## src/rtl/npu_pkg.sv

```systemverilog
// Shared constants and the feeder state encoding for the score feeder and
// its optional scaler.
package npu_pkg;

  localparam int DEFAULT_DATA_WIDTH  = 8;
  localparam int DEFAULT_MAX_SEQ_LEN = 16;

  typedef enum logic [2:0] {
    FS_IDLE,
    FS_LOAD,
    FS_START,
    FS_WAIT,
    FS_DONE
  } feeder_state_e;

endpackage

```

## src/rtl/score_scaler.sv

```systemverilog
// Combinational arithmetic right shift with round-half-up and int8 clamp.
// Instantiated by score_feeder only when SCORE_FEEDER_SCALE_EN is defined.
module score_scaler #(
  parameter int DATA_WIDTH = 8
) (
  input  logic signed [DATA_WIDTH-1:0] din,
  input  logic        [2:0]            shift,
  output logic signed [DATA_WIDTH-1:0] dout
);

  // Two guard bits keep the rounding add from wrapping before the clamp.
  localparam int WW = DATA_WIDTH + 2;
  localparam logic signed [WW-1:0] SAT_MAX = 127;
  localparam logic signed [WW-1:0] SAT_MIN = -128;

  function automatic logic signed [WW-1:0] round_shift(
    input logic signed [DATA_WIDTH-1:0] v,
    input logic        [2:0]            sh
  );
    logic signed [WW-1:0] w;
    w = {{2{v[DATA_WIDTH-1]}}, v};
    if (sh != 3'd0) begin
      w = w + (WW'(1) <<< (sh - 3'd1));
    end
    return w >>> sh;
  endfunction

  function automatic logic signed [DATA_WIDTH-1:0] sat_int8(
    input logic signed [WW-1:0] w
  );
    if (w > SAT_MAX) begin
      return DATA_WIDTH'(SAT_MAX);
    end
    if (w < SAT_MIN) begin
      return DATA_WIDTH'(SAT_MIN);
    end
    return DATA_WIDTH'(w);
  endfunction

  assign dout = sat_int8(round_shift(din, shift));

endmodule

```

## src/rtl/score_feeder.sv

```systemverilog
// Streams a row-major score matrix (full or lower-triangular) into a softmax
// engine, then starts it and waits for completion. SCORE_FEEDER_SCALE_EN adds
// a rounding/saturating right shift on every beat.
module score_feeder
  import npu_pkg::*;
#(
  parameter int DATA_WIDTH  = DEFAULT_DATA_WIDTH,
  parameter int MAX_SEQ_LEN = DEFAULT_MAX_SEQ_LEN,
  localparam int IDX_W      = $clog2(MAX_SEQ_LEN)
) (
  input  logic                         clk,
  input  logic                         rst,
  input  logic                         cmd_valid,
  output logic                         cmd_ready,
  input  logic        [IDX_W-1:0]      cmd_seq_len,
  input  logic                         cmd_causal,
  input  logic        [2:0]            cmd_shift,
  input  logic                         s_valid,
  output logic                         s_ready,
  input  logic signed [DATA_WIDTH-1:0] s_data,
  output logic signed [DATA_WIDTH-1:0] sm_data,
  output logic                         sm_data_valid,
  output logic        [IDX_W-1:0]      sm_row,
  output logic        [IDX_W-1:0]      sm_col,
  output logic        [IDX_W-1:0]      sm_seq_len,
  output logic                         sm_causal,
  output logic                         sm_start,
  input  logic                         sm_busy,
  input  logic                         sm_done,
  output logic                         busy,
  output logic                         done,
  output logic                         err
);

  feeder_state_e state_q, state_d;
  logic [IDX_W-1:0] row_q, row_d, col_q, col_d;
  logic [IDX_W-1:0] seq_len_q, seq_len_d;
  logic causal_q, causal_d;
  logic signed [DATA_WIDTH-1:0] sm_data_q, sm_data_d;
  logic [IDX_W-1:0] sm_row_q, sm_row_d, sm_col_q, sm_col_d;
  logic sm_vld_q, sm_vld_d;
  logic err_q, err_d;
  logic signed [DATA_WIDTH-1:0] scaled;
  logic last_col, last_row;

`ifdef SCORE_FEEDER_SCALE_EN
  logic [2:0] shift_q, shift_d;

  always_comb begin
    shift_d = shift_q;
    if (state_q == FS_IDLE && cmd_valid) begin
      shift_d = cmd_shift;
    end
  end

  always_ff @(posedge clk or posedge rst) begin
    if (rst) begin
      shift_q <= 3'd0;
    end else begin
      shift_q <= shift_d;
    end
  end

  score_scaler #(.DATA_WIDTH(DATA_WIDTH)) u_scaler (
    .din   (s_data),
    .shift (shift_q),
    .dout  (scaled)
  );
`else
  logic unused_shift;
  assign unused_shift = ^cmd_shift;
  assign scaled       = s_data;
`endif

  // Terminal column is the diagonal in causal mode, the last column otherwise.
  assign last_col = causal_q ? (col_q == row_q) : (col_q == seq_len_q - IDX_W'(1));
  assign last_row = (row_q == seq_len_q - IDX_W'(1));

  always_comb begin
    state_d   = state_q;
    row_d     = row_q;
    col_d     = col_q;
    seq_len_d = seq_len_q;
    causal_d  = causal_q;
    sm_data_d = sm_data_q;
    sm_row_d  = sm_row_q;
    sm_col_d  = sm_col_q;
    sm_vld_d  = 1'b0;
    err_d     = 1'b0;
    cmd_ready = 1'b0;
    s_ready   = 1'b0;
    sm_start  = 1'b0;
    done      = 1'b0;
    case (state_q)
      FS_IDLE: begin
        cmd_ready = 1'b1;
        if (cmd_valid) begin
          seq_len_d = cmd_seq_len;
          causal_d  = cmd_causal;
          row_d     = '0;
          col_d     = '0;
          if (cmd_seq_len == '0) begin
            err_d   = 1'b1;
            state_d = FS_DONE;
          end else begin
            state_d = FS_LOAD;
          end
        end
      end
      FS_LOAD: begin
        s_ready = 1'b1;
        if (s_valid) begin
          sm_data_d = scaled;
          sm_row_d  = row_q;
          sm_col_d  = col_q;
          sm_vld_d  = 1'b1;
          if (last_col) begin
            col_d = '0;
            if (last_row) begin
              state_d = FS_START;
            end else begin
              row_d = row_q + IDX_W'(1);
            end
          end else begin
            col_d = col_q + IDX_W'(1);
          end
        end
      end
      FS_START: begin
        // Hold off until the final beat has left the output register.
        if (!sm_busy && !sm_vld_q) begin
          sm_start = 1'b1;
          state_d  = FS_WAIT;
        end
      end
      FS_WAIT: begin
        if (sm_done) begin
          state_d = FS_DONE;
        end
      end
      FS_DONE: begin
        done    = 1'b1;
        state_d = FS_IDLE;
      end
      default: state_d = FS_IDLE;
    endcase
  end

  always_ff @(posedge clk or posedge rst) begin
    if (rst) begin
      state_q   <= FS_IDLE;
      row_q     <= '0;
      col_q     <= '0;
      seq_len_q <= '0;
      causal_q  <= 1'b0;
      sm_data_q <= '0;
      sm_row_q  <= '0;
      sm_col_q  <= '0;
      sm_vld_q  <= 1'b0;
      err_q     <= 1'b0;
    end else begin
      state_q   <= state_d;
      row_q     <= row_d;
      col_q     <= col_d;
      seq_len_q <= seq_len_d;
      causal_q  <= causal_d;
      sm_data_q <= sm_data_d;
      sm_row_q  <= sm_row_d;
      sm_col_q  <= sm_col_d;
      sm_vld_q  <= sm_vld_d;
      err_q     <= err_d;
    end
  end

  assign sm_data       = sm_data_q;
  assign sm_data_valid = sm_vld_q;
  assign sm_row        = sm_row_q;
  assign sm_col        = sm_col_q;
  assign sm_seq_len    = seq_len_q;
  assign sm_causal     = causal_q;
  assign busy          = (state_q != FS_IDLE);
  assign err           = err_q;

endmodule

```

## config.mk

```make
export PLATFORM = sky130hd
export DESIGN_NAME = score_feeder
export DESIGN_NICKNAME = d
export VERILOG_FILES = /design/src/rtl/npu_pkg.sv /design/src/rtl/score_scaler.sv /design/src/rtl/score_feeder.sv
export SDC_FILE = /design/constraint.sdc
export NUM_CORES = 1
export LEC_CHECK = 0
export BUFFER_PORTS_ARGS = -buffer_cell sky130_fd_sc_hd__buf_2
export CAP_MARGIN = 5
export CORE_ASPECT_RATIO = 1.5
export CORE_MARGIN = 2
export CORE_UTILIZATION = 50
export CTS_CLUSTER_DIAMETER = 150
export DETAILED_ROUTE_END_ITERATION = 8
export HOLD_SLACK_MARGIN = 0.1
export PLACE_DENSITY = 0.8
export SLEW_MARGIN = 20
export SYNTH_ARGS = -nofsm -noshare
export SYNTH_HDL_FRONTEND = slang
export SYNTH_SLANG_ARGS = --single-unit
```

## constraint.sdc

```tcl
create_clock -name clk -period 2.7 [get_ports clk]
set_input_delay 0.54 -clock clk [delete_from_list [all_inputs] [get_ports clk]]
set_output_delay 0.54 -clock clk [all_outputs]
set_load 0.02 [all_outputs]
```

==> flow_metrics.py <==
metrics = {
    "power": {
        "p_leak_uw": 0.00106,
        "clock_power_share_pct": 12.8,
        "p_per_area_nw_per_um2": 1290,
        "comb_power_share_pct": 52.4,
        "sequentialPowerShare_pct": 34.8,
        "p_int_uw": 1520,
        "swShare_pct": 44.4,
        "vdd_drop_max_mv": 0.846,
        "p_sw_uw": 1210,
    },
    "setup_path": {
        "worst_setup_path_start_kind": "flip-flop",
        "cp.depth": 9,
        "critPathSlowestCell": "o41ai_4",
        "reg2reg_to": "col_q[0]$_DFFE_PP0P_",
        "path_class": "flip-flop to flip-flop",
        "critPathMaxFanout": 7,
        "worstPathCellList": "inv_1 > ha_1 > xor2_1 > mux2i_1 > xnor2_1 > o41ai_4 > buf_4 > nor2_1 > mux2_2",
        "r2r_setup_slack_ns": 0.22,
        "cp.arrival_ns": 2.64,
        "worst-path-buf-inv": 2,
        "max_stage_delay_ns": 0.51,
        "cp.required_ns": 2.86,
        "cp-endpoint": "col_q[0]$_DFFE_PP0P_",
        "crit_path_end_kind": "flip-flop",
        "reg2reg_from": "sm_seq_len[0]$_DFFE_PP0P_",
        "r2r_cells": 9,
        "crit_family": "compound AO/OA/AOI/OAI gates",
        "startpoint": "sm_seq_len[0]$_DFFE_PP0P_",
    },
    "synthesis": {
        "synthArstFlopShare_pct": 100,
        "syn_nets": 182,
        "ys_types": 35,
        "synth_top_cell_area_share_pct": 49.0,
        "synth_area_um2": 1740,
        "ys_warn_count": 0,
        "ys_top_cells_by_area": "dfrtp_1, mux2_2, xnor2_1",
        "ys_seq_elements": 34,
        "ys_seq_area_share_pct": 49.0,
        "ys.flop_type": "dfrtp_1",
        "synthTopCellsByCount": "dfrtp_1, mux2_2, nand2_1, o21ai_0",
        "synth-edff-count": 0,
        "avgSynthCellArea_um2": 11.1,
        "synth_most_common_cell": "dfrtp_1",
        "synth_top_area_cell": "dfrtp_1",
        "syn_inst": 157,
    },
    "run_status": {
        "outcome": "complete, no violations",
    },
    "routing": {
        "drt_iter0_markers": 16,
        "wl_per_cell_um": 14.4,
        "vias_per_cell": 5.43,
        "antenna_left": 0,
        "maxUsedRoutingLayer": "met4",
        "wl_met1_mm": 1.48,
        "vias": 1363,
        "first_pass_iters": 4,
        "met2WireLength_mm": 1.95,
        "drc": 0,
        "drt_wl_total_mm": 3.63,
        "wl_met3_um": 155,
    },
    "floorplan": {
        "coreArea_um2": 3350,
        "io-pin-count": 50,
        "dieHeight_um": 76.2,
        "start_util_pct": 51.9,
        "die_w_um": 52.1,
        "rows": 26,
        "dieArea_um2": 3970,
    },
    "final_layout": {
        "syn_to_final_growth_pct": 22.0,
        "nNetsFinal": 234,
        "layout-drive-gt1-share_pct": 40.2,
        "final_cells": 251,
        "diodes": 0,
        "fillCellCount": 285,
    },
    "place": {
        "place.gp.congestion": 0.802,
        "dp_hpwl_mm": 2.70,
        "io_buffers": 46,
        "placed_cells": 244,
    },
    "clock_network": {
        "clk_latency_ns": 0.28,
        "clk_transition_reported_paths_ns": 0.07,
        "cts_resized": 0,
        "cts-htree-levels": 2,
        "root_buffer": "clkbuf_8",
        "cts.sinks": 34,
        "cts_made_buffers": 5,
        "cts_max_path_buffers": 2,
        "hold_buffers": 0,
        "postCtsSetupRepairBufs": 0,
        "cts_tree": "done",
    },
    "sta": {
        "fin_skew_ns": 0.00647,
        "max_slew_margin_pct": 62.4,
        "final.setup.tns_ns": 0,
        "slew_viol_final": 0,
        "fmaxAchievable_mhz": 404,
        "rsz0062_at_grt": "false",
        "finalCritPeriodShare_pct": 91.7,
        "final_hold_viol_count": 0,
        "setup_viol": 0,
        "holdWs_ns": 0.337,
        "fin_crit_ns": 2.48,
        "tightestPinTransition_ns": 0.560,
    },
    "run": {
        "maxCapViolations": 0,
    },
    "worst_hold_path": {
        "hold_class": "input pin to asynchronous set/reset pin",
    },
    "global_routing": {
        "grt.total_usage_pct": 19.7,
        "grt_start_max_net_pins": 35,
        "overflow": 0,
        "grt_antenna_before_repair": 0,
        "grt_first_pass_wirelength_mm": 5.96,
        "first_global_vias": 1339,
    },
}
==> worst reg2reg max path, cell delays in order (launching register included) <==
cell	delay [ns]
dfrtp_1	0.47
inv_1	0.09
ha_1	0.21
xor2_1	0.25
mux2i_1	0.13
xnor2_1	0.17
o41ai_4	0.51
buf_4	0.21
nor2_1	0.05
mux2_2	0.27
==> power by group through the flow <==
stage          registers, uW  clock network, uW  logic (uW)
4_1_cts                  951                362        1440
2_1_floorplan           1050                  0         924
5_1_grt                  986                381        1560
6_report                 952                349        1440
3_3_place_gp             948                  0        1400
3_5_place_dp             957                  0        1440
==> how the worst min path moves through the flow <==
| stage | depth (start not counted) | slack (ns) | from | endpoint |
|---|---|---|---|---|
| 2_1_floorplan | 2 | 0.52 | col_q[1]$_DFFE_PP0P_ | col_q[1]$_DFFE_PP0P_ |
| 3_3_place_gp | 1 | 0.49 | sm_col[0]$_DFFE_PP0P_ | sm_col[0]$_DFFE_PP0P_ |
| 3_5_place_dp | 1 | 0.49 | sm_data[2]$_DFFE_PP0P_ | sm_data[2]$_DFFE_PP0P_ |
| 4_1_cts | 3 | 0.34 | rst | sm_row[1]$_DFFE_PP0P_ |
| 5_1_grt | 3 | 0.37 | rst | sm_row[1]$_DFFE_PP0P_ |
| 6_report | 3 | 0.34 | rst | sm_row[2]$_DFFE_PP0P_ |
==> cells by family (layout without fill, tap and decap cells) <==
| group | after synthesis | in the layout | share of synthesized area, % |
|---|---|---|---|
| fa+ha+maj | 3 | 3 | 2.16 |
| mux | 23 | 23 | 14.8 |
| buf+inv | 13 | 65 | 2.81 |
| simple gates | 48 | 48 | 14.6 |
| compound gates | 25 | 25 | 11.1 |
| flops | 34 | 34 | 49.0 |
| xor+xnor | 11 | 11 | 5.54 |
==> flip-flops by register name, indices dropped and copies added (netlist names) <==
signal         count
sm_causal          1
sm_col             4
sm_data_valid      1
sm_data            8
col_q              4
sm_row             4
sm_seq_len         4
state_q            3
err                1
row_q              4
==> per-layer routing <==
layer / vias to the layer above / track usage (%)
li1: 666 / -
met1: 656 / 22.4
met2: 36 / 34.9
met3: 5 / 4.90
met4: 0 / 6.15
met5: - / 0
==> placed cells by master (no fill, tap or decap), drive strengths merged, types with 5 or more instances in the layout <==
cell	count
xnor2	7
o21ai	9
nor3	7
dfrtp	34
inv	7
clkbuf	6
nand3	6
nand2	9
buf	51
nor2	5
mux2	22
==> area by class of cell <==
type	instances	area [um2]	area share, %
inverter	7	26.3	1.24
sequential	34	851	40.1
clock inverter	1	7.51	0.354
timing repair buffer	51	268	12.6
clock buffer	6	72.6	3.42
multi-input combinational	110	843	39.8
tap	42	52.6	2.48
==> per-stage QoR <==
step           power, uW  instance area (um2)  setup WS, ns  util (%)
6_report            2740                 2120         0.223      63.3
2_1_floorplan       1970                 1740         0.295         -
4_1_cts             2760                 2120         0.215      63.3
3_3_place_gp        2350                 2040         0.280      60.9
5_1_grt             2930                 2120        0.0824      63.3
3_5_place_dp        2400                 2040         0.231      60.9
No activity file was read; power rests on OpenSTA's default activity.
